## config.mk

```make
export PLATFORM = sky130hd
export DESIGN_NAME = fetch_queue
export DESIGN_NICKNAME = d
export VERILOG_FILES = /design/src/rtl/fetch_queue.sv
export SDC_FILE = /design/constraint.sdc
export NUM_CORES = 1
export LEC_CHECK = 0
export BUFFER_PORTS_ARGS = -buffer_cell sky130_fd_sc_hd__buf_2
export CORE_UTILIZATION = 40
export DETAILED_ROUTE_END_ITERATION = 12
export SYNTH_ARGS = -nofsm -noshare
export SYNTH_HDL_FRONTEND = slang
export SYNTH_SLANG_ARGS = --single-unit
```

## constraint.sdc

```tcl
create_clock -name clk_i -period 2.9 [get_ports clk_i]
set_input_delay 0.58 -clock clk_i [delete_from_list [all_inputs] [get_ports clk_i]]
set_output_delay 0.58 -clock clk_i [all_outputs]
set_load 0.01 [all_outputs]
```

## src/rtl/fetch_queue.sv

```systemverilog
// Instruction fetch unit: single-outstanding req/ack memory port feeding a small
// prefetch FIFO of {pc, instr}, with redirect handling that abandons in-flight data.
package sp_pkg;
   parameter int ADDR_WIDTH = 32;
   parameter int DATA_WIDTH = 32;
endpackage

// state   | meaning
// --------+---------------------------------------------------------------
// S_FETCH | normal fetch; req while started and FIFO not full
// S_FLUSH | holding an abandoned request until its ack, then jump to tgt_q
module fetch_queue #(
   parameter int             AW          = sp_pkg::ADDR_WIDTH,
   parameter int             DW          = sp_pkg::DATA_WIDTH,
   parameter int             INSTR_BYTES = 2,
   parameter int             DEPTH       = 4,
   parameter logic [AW-1:0]  RESET_PC    = '0
) (
   input  logic          clk_i,
   input  logic          arst_ni,
   input  logic          redirect_i,
   input  logic [AW-1:0] redirect_pc_i,
   output logic          imem_req_o,
   output logic [AW-1:0] imem_addr_o,
   input  logic          imem_ack_i,
   input  logic [DW-1:0] imem_rdata_i,
   output logic          instr_valid_o,
   input  logic          instr_ready_i,
   output logic [DW-1:0] instr_o,
   output logic [AW-1:0] instr_pc_o
);

   localparam int PW = (DEPTH > 1) ? $clog2(DEPTH) : 1;
   localparam int CW = $clog2(DEPTH + 1);

   typedef enum logic {S_FETCH, S_FLUSH} state_t;

   state_t        state_q, state_d;
   logic [AW-1:0] fetch_pc_q;
   logic [AW-1:0] tgt_q;
   logic          en_q;
   logic [PW-1:0] rd_ptr_q, wr_ptr_q;
   logic [CW-1:0] cnt_q;
   logic [AW-1:0] mem_pc    [DEPTH];
   logic [DW-1:0] mem_instr [DEPTH];

   logic xfer;
   logic push;
   logic pop;
   logic empty;

   assign xfer  = imem_req_o && imem_ack_i;
   assign push  = xfer && (state_q == S_FETCH) && !redirect_i;
   assign pop   = instr_valid_o && instr_ready_i;
   assign empty = (cnt_q == '0);

   always_ff @(posedge clk_i or negedge arst_ni) begin
      if (!arst_ni) begin
         state_q <= S_FETCH;
      end else begin
         state_q <= state_d;
      end
   end

   always_comb begin
      state_d = state_q;
      case (state_q)
         S_FETCH: if (redirect_i && imem_req_o && !imem_ack_i) state_d = S_FLUSH;
         S_FLUSH: if (imem_ack_i) state_d = S_FETCH;
         default: state_d = S_FETCH;
      endcase
   end

   // Request depends only on registered state so it cannot combinationally follow ack.
   always_comb begin
      imem_req_o  = 1'b0;
      imem_addr_o = fetch_pc_q;
      case (state_q)
         S_FETCH: imem_req_o = en_q && (cnt_q < CW'(DEPTH));
         S_FLUSH: imem_req_o = 1'b1;
         default: imem_req_o = 1'b0;
      endcase
   end

   always_ff @(posedge clk_i or negedge arst_ni) begin
      if (!arst_ni) begin
         en_q       <= 1'b0;
         fetch_pc_q <= RESET_PC;
         tgt_q      <= RESET_PC;
      end else begin
         en_q <= 1'b1;
         if (state_q == S_FETCH) begin
            if (redirect_i) begin
               if (!imem_req_o || imem_ack_i) fetch_pc_q <= redirect_pc_i;
               else                           tgt_q      <= redirect_pc_i;
            end else if (xfer) begin
               fetch_pc_q <= fetch_pc_q + AW'(INSTR_BYTES);
            end
         end else begin
            if (imem_ack_i)      fetch_pc_q <= redirect_i ? redirect_pc_i : tgt_q;
            else if (redirect_i) tgt_q      <= redirect_pc_i;
         end
      end
   end

   always_ff @(posedge clk_i or negedge arst_ni) begin
      if (!arst_ni) begin
         rd_ptr_q <= '0;
         wr_ptr_q <= '0;
         cnt_q    <= '0;
      end else if (redirect_i) begin
         rd_ptr_q <= '0;
         wr_ptr_q <= '0;
         cnt_q    <= '0;
      end else begin
         if (push) wr_ptr_q <= wr_ptr_q + 1'b1;
         if (pop)  rd_ptr_q <= rd_ptr_q + 1'b1;
         case ({push, pop})
            2'b10:   cnt_q <= cnt_q + 1'b1;
            2'b01:   cnt_q <= cnt_q - 1'b1;
            default: cnt_q <= cnt_q;
         endcase
      end
   end

   // Storage needs no reset: the head is masked to zero whenever the count is zero.
   always_ff @(posedge clk_i) begin
      if (push) begin
         mem_pc[wr_ptr_q]    <= fetch_pc_q;
         mem_instr[wr_ptr_q] <= imem_rdata_i;
      end
   end

   assign instr_valid_o = !empty && !redirect_i;
   assign instr_o       = empty ? '0 : mem_instr[rd_ptr_q];
   assign instr_pc_o    = empty ? '0 : mem_pc[rd_ptr_q];

endmodule

```

# After elaboration in Yosys (flattened, before gate mapping)
# Memories as Yosys holds them, arrays and structs flattened.
# Index checks and enable logic that the tools add are counted.
dict set report totals {
  ff_bits 73
  mem_bits_rw 256
  inputBits 69
  memories 2
}
# memory depth width read_ports rd_ports_with_merged_regs wr line
set memory_table {}
lappend memory_table {mem_instr 4 32 1 0 1 45} ;# logic [DW-1:0] mem_instr [DEPTH];
lappend memory_table {mem_pc 4 32 1 0 1 44} ;# logic [AW-1:0] mem_pc [DEPTH];
dict set report classes {
  add_sub_neg 5
  magnitude_cmp 1
  n_eq_ne 6
  n_mux 24
  bitwise 1
  reduce_logical 21
}
# op count
set op_table {}
lappend op_table {{two-way mux 32 bit} 12}
lappend op_table {{adder 32 x 2 -> 32 bit, second input constant} 1}
lappend op_table {{logical AND 1 bit} 8}
lappend op_table {{two-way mux 2 bit} 4}
lappend op_table {{!= test 2 bit, second input constant} 3}
lappend op_table {{one-hot mux 3 bit (2 select lines)} 1}
lappend op_table {{AND reduction 3 bit} 2}
lappend op_table {{nonzero test 2 bit} 3}
lappend op_table {{nonzero test 3 bit} 2}
lappend op_table {{adder 2 x 1 -> 2 bit, second input constant} 2}
lappend op_table {{zero test 1 bit} 4}
lappend op_table {{two-way mux 1 bit} 4}
lappend op_table {{one-hot mux 1 bit (2 select lines)} 2}
lappend op_table {{adder 3 x 1 -> 3 bit, second input constant} 1}
lappend op_table {{zero test 3 bit} 1}
lappend op_table {{less-than comparator 3 bit, second input constant} 1}
lappend op_table {{two-way mux 3 bit} 1}
lappend op_table {{!= test 3 x 1 -> 1 bit, second input constant} 1}
lappend op_table {{subtractor 3 x 1 -> 3 bit, second input constant} 1}
lappend op_table {{== test 2 x 1 -> 1 bit, second input constant} 1}
lappend op_table {{== test 2 bit, second input constant} 1}
lappend op_table {{logical OR 1 bit} 1}
lappend op_table {{inverter 1 bit} 1}

# Logic depth before layout (Yosys ltp)
# Gate-level depths: netlist of the first run.
dict set report logic_depth {
  ltp_word 9
  depth_mapped 8
  depth_no_buf 7
}

# Worst setup path before layout of the first run
# OpenSTA, ideal clock, no wires.
dict set report synth_timing {
  kind {input port to flip-flop}
  from {input redirect_i}
  to {memory mem_instr[0][0] (netlist name), enable pin}
  arrival_ns 2.739
  path_slack_ns -0.268
  stages 4
  path_cell_list {nor2_1 clkbuf_1 and3_1 and2_1}
}
dict set report synth_between {
  elab_chain_cells 4
}
# item line
set synth_rtl {}
lappend synth_rtl {{from (decl)} 21} ;# input logic redirect_i,
lappend synth_rtl {{zero test 1 bit} 53} ;# assign push = xfer && (state_q == S_FETCH) && !redirect_i;
lappend synth_rtl {{logical AND 1 bit} 53}
lappend synth_rtl {{two-way mux 1 bit} 128} ;# if (push) begin
lappend synth_rtl {{two-way mux 1 bit (not written as such)} 130} ;# mem_instr[wr_ptr_q] <= imem_rdata_i;
lappend synth_rtl {{to (decl)} 45}
# No other way between the ends.

# Worst setup path in the final report of the first run
dict set report layout_timing {
  from {register rd_ptr_q[0]}
  to {output instr_pc_o[14]}
}
dict set report layout_between {
  elab_chain_cells 2
}
# item line
set layout_rtl {}
lappend layout_rtl {{from (decl)} 42} ;# logic [PW-1:0] rd_ptr_q, wr_ptr_q;
lappend layout_rtl {{from (signal assigned)} 117} ;# if (pop) rd_ptr_q <= rd_ptr_q + 1'b1;
lappend layout_rtl {{memory read (4 x 32 bit)} -}
lappend layout_rtl {{two-way mux 32 bit} 136} ;# assign instr_pc_o = empty ? '0 : mem_pc[rd_ptr_q];
lappend layout_rtl {{to (decl)} 30} ;# output logic [AW-1:0] instr_pc_o
# No other way between the ends.

==> impl_metrics.py, run 1 <==
metrics = {
    "routing": {
        "antenna_left": 0,
        "via_per_inst": 5.38,
        "wl_per_cell_um": 20.3,
        "num_vias": 7970,
        "drt_wl_total_um": 30000,
        "drc": 0,
        "drt_first_pass_iters": 5,
        "drt_iter0_drc": 556,
    },
    "synth": {
        "synth-seq-area-share_pct": 70.0,
        "synth_edf_count": 256,
        "synth.distinct_cells": 57,
        "syn_nets": 884,
        "postSynthCellCount": 809,
        "synth_top_flop_cell": "edfxtp_1",
        "ys_ff_latch": 329,
        "async_reset_ff_share_pct": 22.2,
        "yosysWarningCount": 0,
        "synth.cell_area_um2": 13600,
        "avgSynthCellArea_um2": 16.8,
    },
    "timing": {
        "rsz0062_at_grt": "no",
        "worst_pin_slew_ns": 0.747,
        "setup_viol": 0,
        "finalCriticalPeriod_ns": 2.71,
        "clock.fmax_ghz": 0.369,
        "tns_ns": 0,
        "drv_slew": 0,
        "period_share_pct": 93.4,
        "finalClockSkew_ns": 0.0297,
        "relSlewSlack_pct": 50.0,
        "hold_viol": 0,
        "holdWs_ns": 0.131,
    },
    "layout": {
        "mostFrequentLayoutCells": "edfxtp_1, buf_2, dfrtp_1",
        "seq_area_um2": 9520,
        "nets": 1079,
        "drive_gt1_share_pct": 35.0,
        "areaGrowthSynthToFinish_pct": 20.9,
        "nFillCells": 2846,
        "multi_input_area_um2": 3850,
        "final_common_cell": "edfxtp_1",
    },
    "clocking": {
        "root_buffer": "clkbuf_16",
        "clock-sinks": 329,
        "htree_num_levels": 2,
        "cts_tree": "yes",
        "clock_latency_ns": 0.52,
        "clk_pin_slew_ns": 0.06,
        "ctsLongestPathBuffers": 3,
        "cts_inserted_buffers": 36,
        "hold_buffers": 0,
    },
    "global_routing": {
        "antenna_found_initial": 2,
        "grt_pass1_vias": 8121,
        "grt_pass1_wl_um": 47500,
        "grtUsageTotal_pct": 17.6,
        "grt_overflow_total": 0,
        "grt_start_max_net_pins": 66,
    },
    "worst_setup_path": {
        "path_max_fanout": 23,
        "end_kind": "primary output",
        "cp-start-kind": "register",
        "path_class": "register to primary output",
        "cp.required_ns": 2.32,
        "path_cells": "buf_12, mux4_2, and2_1, buf_2",
        "crit_arrival_ns": 2.13,
        "critPathBufInv": 2,
        "critPathMaxStageDelay_ns": 0.52,
        "slowest_stage": "mux4_2",
        "crit_family": "multiplexers",
    },
    "floorplanning": {
        "core-area_um2": 33400,
        "chipWidth_um": 186,
        "die_area_um2": 34700,
        "dieHeight_um": 186,
        "initial_utilization_pct": 40.6,
        "fp-row-count": 67,
        "ios": 167,
    },
    "power_and_ir_drop": {
        "p_per_area_nw_per_um2": 817,
        "p_leak_nw": 5.94,
        "irDropWorstVdd_mv": 0.423,
    },
    "outcome": {
        "status": "finished clean",
    },
    "min_path": {
        "hp-class": "input port to async pin",
    },
    "run": {
        "drv_cap": 0,
    },
    "place": {
        "port_buffers": 166,
        "place_congestion": 0.779,
        "dpl.hpwl_um": 19100,
    },
}
## worst register-to-register path: stages (launching register included)
cell,delay (ns)
dfrtp_1,0.57
ha_1,0.30
and4_1,0.30
nand3_1,0.33
buf_4,0.29
or3_1,0.30
a21oi_1,0.16
o31ai_1,0.09
## path summary, 6_finish.rpt
check / startpoint / to / slack, ns / depth (start not counted)
worst max-delay path: rd_ptr_q[0]$_DFFE_PN0P_ / instr_pc_o[14] / 0.19 / 4
worst min-delay path: arst_ni / tgt_q[27]$_DFFE_PN0P_ / 0.13 / 1
worst max register to register: imem_addr_o[1]$_DFFE_PN0P_ / imem_addr_o[19]$_DFFE_PN0P_ / 0.45 / 7
worst min register to register: tgt_q[19]$_DFFE_PN0P_ / tgt_q[19]$_DFFE_PN0P_ / 0.50 / 1
max in group asynchronous: arst_ni / imem_addr_o[4]$_DFFE_PN0P_ / 2.11 / 2
min in group clk_i: imem_rdata_i[4] / mem_instr[0][4]$_DFFE_PP_ / 0.29 / 1
## layer usage
metal / GRT usage, % / vias to the layer above / routed length [um]
met4: 4.01 / 2 / 429
met5: 0 / - / 13
met2: 27.7 / 266 / 14000
li1: - / 3598 / -
met1: 25.3 / 4068 / 13700
met3: 3.59 / 36 / 1870
## report_power, final
group,switching [mW],total [mW],leakage (nW),internal [mW]
Combinational,1.61,3.13,2.22,1.52
Clock,1.78,4.31,0.533,2.53
Sequential,0.407,5.98,3.19,5.57
## through the flow
step | std cells | utilization (%) | instance area [um2] | total power, mW | setup WS, ns
finish | 1481 | 49.1 | 16400 | 13.4 | 0.192
global route | 1480 | 49.1 | 16400 | 14.1 | 0.0954
CTS | 1474 | 49.0 | 16400 | 13.6 | 0.0109
detailed placement | 1408 | 45.7 | 15300 | 9.22 | 0.465
global placement | 1408 | 45.7 | 15300 | 9.17 | 0.528
floorplan | 809 | - | 13600 | 7.87 | 0.431
## flip-flops by register name, indices dropped and copies added, names as in the netlist
name         count
mem_instr      128
rd_ptr_q         2
tgt_q           32
mem_pc         128
cnt_q            3
imem_addr_o     32
wr_ptr_q         2
state_q          1
en_q             1
## Yosys cell counts, types with 3 or more instances
| library cell | number | share of area, % |
|---|---|---|
| edfxtp_1 | 256 | 57 |
| dfrtp_1 | 73 | 13 |
| and2_1 | 70 | 3.2 |
| mux4_2 | 64 | 11 |
| nor2_1 | 40 | 1.1 |
| clkbuf_1 | 32 | 0.88 |
| mux2_2 | 32 | 2.7 |
| o21ai_0 | 32 | 1.2 |
| a21oi_1 | 23 | 0.85 |
| nand2_1 | 19 | 0.52 |
| nand3_1 | 13 | 0.48 |
| inv_1 | 12 | 0.33 |
| nor3_1 | 11 | 0.41 |
| buf_1 | 10 | 0.28 |
| a222oi_1 | 9 | 0.66 |
| o2bb2ai_1 | 9 | 0.58 |
| buf_2 | 8 | 0.29 |
| a22oi_1 | 7 | 0.39 |
| mux2i_1 | 7 | 0.52 |
| nor4_1 | 7 | 0.32 |
| ha_1 | 5 | 0.46 |
| a221oi_1 | 4 | 0.26 |
| a31oi_1 | 4 | 0.18 |
| and3_1 | 4 | 0.18 |
| and4_1 | 4 | 0.26 |
| o22ai_1 | 4 | 0.18 |
| a221o_1 | 3 | 0.22 |
| nor2b_1 | 3 | 0.14 |
| o22a_1 | 3 | 0.19 |
| or3_1 | 3 | 0.14 |
| xnor2_1 | 3 | 0.19 |
| xor2_1 | 3 | 0.19 |
## cell families after synthesis
family,synth area share [%]
adder cells (fa/ha/maj),0.608
flip-flops,70.0
multiplexers,13.8
XOR/XNOR,0.387
AO/OA/AOI/OAI,6.01
buffers and inverters,1.79
AND/OR/NAND/NOR,7.41
other,0.0276
## timing repair
item | CTS | global route
buffers inserted | 0 | 6
gates resized for setup | 0 | 1
endpoints found under the setup margin | 0 | 20
hold endpoints to repair | 0 | 0
## layout make-up
class / instances / share of cell area [%]
tap: 448 / 3.41
clock buffer: 47 / 5.86
inverter: 12 / 0.274
antenna: 1 / 0.0152
sequential: 329 / 57.9
clock inverter: 19 / 0.906
timing repair buffer: 207 / 8.17
multi-input combinational: 418 / 23.4
Note: power is estimated with default switching activity, not from simulation.
==> run 2: changes to the inputs <==
ABC_AREA = 1   (was not set)
CORE_UTILIZATION = 30   (was 40)
==> run 2 against run 1 <==
Wire length up 33%. Maximum frequency fell by 4.1%. Utilization shrank 13 points. Clock-buffer cell count unchanged. First-iteration DRC count grew 27%.
==> impl_metrics.py, run 2 <==
metrics = {
    "timing": {
        "tns_ns": 0,
        "hold_viol": 0,
        "drv_slew": 0,
        "timing.final.ws_setup_ns": 0.0754,
        "period_share_pct": 97.4,
        "setup_viol": 0,
        "finalClockSkew_ns": 0.0110,
        "clock.fmax_ghz": 0.354,
        "worst_pin_slew_ns": 0.749,
        "finalCriticalPeriod_ns": 2.82,
        "relSlewSlack_pct": 49.9,
        "rsz0062_at_grt": "no",
        "holdWs_ns": 0.261,
    },
    "layout": {
        "nets": 1681,
        "nFillCells": 4738,
        "drive_gt1_share_pct": 18.1,
        "mostFrequentLayoutCells": "nor2_1, edfxtp_1, nand2_1",
        "final_common_cell": "nor2_1",
        "areaGrowthSynthToFinish_pct": 20.1,
        "reg_top3": "mem_instr (128), mem_pc (128)",
        "finish.utilization_pct": 36.6,
        "stdcell_area_um2": 17500,
        "stdcell_count": 2248,
    },
    "synth": {
        "yosys-top-cells-count": "nor2_1, edfxtp_1, nand2_1",
        "syn_nets": 1509,
        "synth_top_area_share_pct": 52.7,
        "postSynthCellCount": 1434,
        "avgSynthCellArea_um2": 10.2,
        "yosysMostFrequentCell": "nor2_1",
        "ys_ff_latch": 329,
        "synth.distinct_cells": 41,
        "synth_top_flop_cell": "edfxtp_1",
        "synth_area_leaders": "edfxtp_1, dfrtp_1, nor2_1",
        "synth-seq-area-share_pct": 65.3,
        "synth.cell_area_um2": 14600,
        "post-synth-top-area-cell": "edfxtp_1",
        "yosysWarningCount": 0,
        "synth_edf_count": 256,
        "async_reset_ff_share_pct": 22.2,
    },
    "worst_setup_path": {
        "path_class": "register to primary output",
        "end_kind": "primary output",
        "crit_family": "buffers and inverters",
        "cp-start-kind": "register",
        "path_cells": "inv_2, buf_12, nor2_1, o21ai_0, a21oi_1, buf_2",
        "slowest_stage": "dfrtp_4",
        "critPathMaxStageDelay_ns": 0.56,
        "crit_arrival_ns": 2.24,
        "path_max_fanout": 52,
        "critPathBufInv": 3,
        "cp.required_ns": 2.32,
    },
    "place": {
        "place_inst": 2181,
        "place_congestion": 0.797,
        "dpl.hpwl_um": 25500,
        "dp_slack_ns": 0.407,
        "place_area_um2": 16300,
        "port_buffers": 166,
    },
    "routing": {
        "drc": 0,
        "wl_per_cell_um": 17.8,
        "drt_iter0_drc": 706,
        "via_per_inst": 4.81,
        "drt_first_pass_iters": 5,
        "drt_wl_total_um": 40100,
        "num_vias": 10800,
        "antenna_left": 0,
    },
    "floorplanning": {
        "die_area_um2": 49500,
        "chipWidth_um": 222,
        "core-area_um2": 47800,
        "initial_utilization_pct": 30.5,
        "ios": 167,
        "dieHeight_um": 222,
        "fp-row-count": 80,
    },
    "clocking": {
        "cts_inserted_buffers": 36,
        "clk_pin_slew_ns": 0.06,
        "cts_tree": "yes",
        "clock-sinks": 329,
        "clock_latency_ns": 0.54,
        "ctsLongestPathBuffers": 3,
        "root_buffer": "clkbuf_16",
        "cts_setup_buffers": 0,
        "htree_num_levels": 2,
    },
    "power_and_ir_drop": {
        "p_per_area_nw_per_um2": 864,
        "irDropWorstVdd_mv": 0.473,
        "power.total_mw": 15.1,
        "pwr-share-comb_pct": 26.5,
        "power.share.clock_pct": 28.9,
        "p_switching_mw": 5.31,
        "p_leak_nw": 6.82,
        "switching_share_pct": 35.1,
        "power_frac_seq_pct": 44.6,
        "internal_power_mw": 9.82,
    },
    "global_routing": {
        "grt_overflow_total": 0,
        "grtUsageTotal_pct": 15.9,
        "grt_start_max_net_pins": 130,
        "grt_pass1_vias": 10300,
        "grt_pass1_wl_um": 60800,
        "antenna_found_initial": 1,
    },
    "min_path": {
        "hp-class": "input port to register",
    },
    "outcome": {
        "status": "finished clean",
    },
    "run": {
        "drv_cap": 0,
    },
}
==> run 2: cell count changes in the layout (fill, tap and decap cells not counted), moves of 11 or more <==
| cell | before | now |
|---|---|---|
| nor2_1 | 40 | 342 |
| o21a_1 | 1 | 13 |
| mux2_2 | 32 | 8 |
| nand2_1 | 19 | 211 |
| inv_1 | 12 | 58 |
| o21ai_0 | 32 | 165 |
| nand3_1 | 13 | 36 |
| a21oi_1 | 23 | 117 |
| nor2_4 | 0 | 11 |
| and2_1 | 66 | 0 |
| mux4_2 | 64 | 0 |
==> run 2: final cells by class <==
type / instances / area, um2 / area share (%)
flip-flops and latches: 329 / 9520 / 54.4
multi-input cells: 968 / 4490 / 25.7
repair buffers: 209 / 1370 / 7.84
clock buffers: 47 / 963 / 5.50
well taps: 615 / 769 / 4.40
inverters: 62 / 238 / 1.36
clock inverters: 17 / 144 / 0.822
diodes: 1 / 2.50 / 0.0143
==> run 2: what timing repair did <==
item | in CTS | in global routing
setup endpoints to repair | 10 | 22
resized for setup | 2 | 2
cloned | 0 | 1
hold buffers | 1 | 0
hold endpoints to repair | 14 | 0
==> run 2: final timing paths <==
check                      cells after the start                     endpoint                     from  slack (ns)
max reg2reg                                    5      mem_pc[3][23]$_DFFE_PP_        state_q$_DFF_PN0_        0.41
max                                            6               instr_pc_o[26]  rd_ptr_q[1]$_DFFE_PN0P_        0.08
min                                            1    mem_instr[1][0]$_DFFE_PP_          imem_rdata_i[0]        0.26
max in group asynchronous                      4  imem_addr_o[21]$_DFFE_PN0P_                  arst_ni        1.50
min reg2reg                                    1        tgt_q[15]$_DFFE_PN0P_    tgt_q[15]$_DFFE_PN0P_        0.49
min in group asynchronous                      2        tgt_q[14]$_DFFE_PN0P_                  arst_ni        0.54
==> run 2: cell families after synthesis <==
| group | after synthesis | share of synthesized area (%) |
|---|---|---|
| xor gates and xnor gates | 9 | 0.541 |
| AOI/OAI and AO/OA | 320 | 11.6 |
| other | 1 | 0.0257 |
| and+or+nand+nor | 624 | 17.2 |
| adders and majority gates | 6 | 0.567 |
| buffers and inverters | 137 | 4.13 |
| muxes | 8 | 0.618 |
| DFF | 329 | 65.3 |
==> run 2: per-layer routing <==
metal	vias up	GRT usage, %	share of wire, %
met5	-	0	0
met4	0	4.61	1.9
met3	47	2.79	5.3
met2	312	26.1	47
met1	5219	21.6	46
li1	5246	-	-
==> run 2: power by group through the flow <==
stage	Clock (mW)	Sequential, mW	Combinational (mW)
global placement	0	6.82	3.96
global route	4.65	6.84	4.47
CTS	4.51	6.76	4.03
floorplan	0	6.47	2.40
detailed placement	0	6.85	4.01
finish	4.38	6.74	4.01
==> run 3: changes to the inputs <==
CORE_UTILIZATION = 53   (was 30)
PLACE_DENSITY = 0.76   (was not set)
SKIP_LAST_GASP = 1   (was not set)
==> run 3 against run 2 <==
Sequential cell count did not move. Highest routed layer unchanged. Global-route usage is 9.2 points higher. Setup slack improved by 0.042 ns. Clock-buffer cell count is 1 lower.
==> impl_metrics.py, run 3 (synthesis gave the netlist of run 2 again) <==
metrics = {
    "floorplanning": {
        "die_area_um2": 28200,
        "chipWidth_um": 168,
        "fp-row-count": 60,
        "ios": 167,
        "initial_utilization_pct": 54.1,
        "dieHeight_um": 168,
        "core-area_um2": 27000,
    },
    "worst_setup_path": {
        "cp.required_ns": 2.32,
        "cp-start-kind": "register",
        "path_max_fanout": 27,
        "path_class": "register to primary output",
        "crit_arrival_ns": 2.20,
        "end_kind": "primary output",
        "r2r_cells": 5,
    },
    "timing": {
        "holdWs_ns": 0.0381,
        "finalCriticalPeriod_ns": 2.78,
        "clock.fmax_ghz": 0.359,
        "tns_ns": 0,
        "finalClockSkew_ns": 0.0136,
        "hold_viol": 0,
        "worst_pin_slew_ns": 0.639,
        "relSlewSlack_pct": 57.4,
        "drv_slew": 0,
        "period_share_pct": 95.9,
        "rsz0062_at_grt": "no",
        "setup_viol": 0,
    },
    "global_routing": {
        "grt_start_max_net_pins": 84,
        "antenna_found_initial": 0,
        "grtUsageTotal_pct": 25.1,
        "grt_pass1_vias": 10700,
        "grt_pass1_wl_um": 55200,
        "grt_overflow_total": 0,
    },
    "power_and_ir_drop": {
        "p_per_area_nw_per_um2": 883,
        "p_leak_nw": 6.83,
        "irDropWorstVdd_mv": 0.627,
    },
    "routing": {
        "num_vias": 11000,
        "drt_wl_total_um": 35600,
        "wl_per_cell_um": 18.1,
        "drt_first_pass_iters": 6,
        "antenna_left": 0,
        "drc": 0,
        "via_per_inst": 5.62,
        "drt_iter0_drc": 1055,
    },
    "clocking": {
        "cts_tree": "yes",
        "clock_latency_ns": 0.53,
        "clock-sinks": 329,
        "clk_pin_slew_ns": 0.06,
        "hold_buffers": 0,
        "ctsLongestPathBuffers": 3,
        "htree_num_levels": 2,
        "cts_inserted_buffers": 35,
        "root_buffer": "clkbuf_16",
    },
    "place": {
        "place_congestion": 0.871,
        "port_buffers": 166,
        "dpl.hpwl_um": 21400,
    },
    "layout": {
        "antennaDiodeCount": 0,
        "nets": 1677,
        "mostFrequentLayoutCells": "nor2_1, edfxtp_1, nand2_1",
        "reg_top3": "mem_instr (128), mem_pc (128)",
        "drive_gt1_share_pct": 18.2,
        "final_common_cell": "nor2_1",
        "areaGrowthSynthToFinish_pct": 17.5,
        "finish.utilization_pct": 63.5,
    },
    "outcome": {
        "status": "finished clean",
    },
    "min_path": {
        "hp-class": "input port to async pin",
    },
    "run": {
        "drv_cap": 0,
    },
}
-- run 3: layout make-up --
class	count	area, um2
clock inverters	15	185
flip-flops and latches	329	9520
well taps	341	427
repair buffers	206	1310
fillers	2090	9830
multi-input cells	968	4490
inverters	62	234
clock buffers	46	958
-- run 3: worst paths after layout --
path	slack, ns	to	startpoint
max in group asynchronous	2.51	cnt_q[0]$_DFFE_PN0P_	arst_ni
max reg2reg	0.48	mem_instr[0][31]$_DFFE_PP_	state_q$_DFF_PN0_
max	0.12	instr_pc_o[16]	rd_ptr_q[0]$_DFFE_PN0P_
min in group clk_i	0.26	mem_instr[0][19]$_DFFE_PP_	imem_rdata_i[19]
min reg2reg	0.49	tgt_q[18]$_DFFE_PN0P_	tgt_q[18]$_DFFE_PN0P_
min	0.04	tgt_q[23]$_DFFE_PN0P_	arst_ni
-- run 3: per-layer routing --
layer / up-vias / share of wire [%] / track usage, %
met5: - / 0 / 0
met4: 0 / 2.7 / 9.13
met3: 72 / 6.8 / 3.81
met2: 454 / 49 / 42.5
met1: 5286 / 42 / 33.1
li1: 5235 / - / -
-- run 3: repair_timing --
item,CTS,global route
cloned,1,1
resized for setup,1,1
endpoints found under the setup margin,2,23
buffers inserted,0,6
-- run 3: report_power, final --
part | switching [mW] | total (mW) | internal [mW] | leakage, nW
clock | 1.82 | 4.44 | 2.62 | 0.555
combinational | 2.57 | 4.04 | 1.47 | 3.11
sequential | 0.791 | 6.64 | 5.85 | 3.16
-- run 3: critical path: stages, from the launching register on --
cell and delay (ns):
dfrtp_4 0.58, clkinv_2 0.14, buf_4 0.27, o21ai_0 0.13, a21oi_1 0.34, buf_2 0.20
-- run 3: stage by stage --
step	power (mW)	cells	setup slack (ns)	area, um2
floorplan	8.87	1434	-0.480	14600
CTS	15.1	1960	-0.00710	17000
global route	15.8	1967	0.0479	17100
global placement	10.5	1898	0.565	15900
finish	15.1	1967	0.118	17100
detailed placement	10.6	1898	0.485	15900
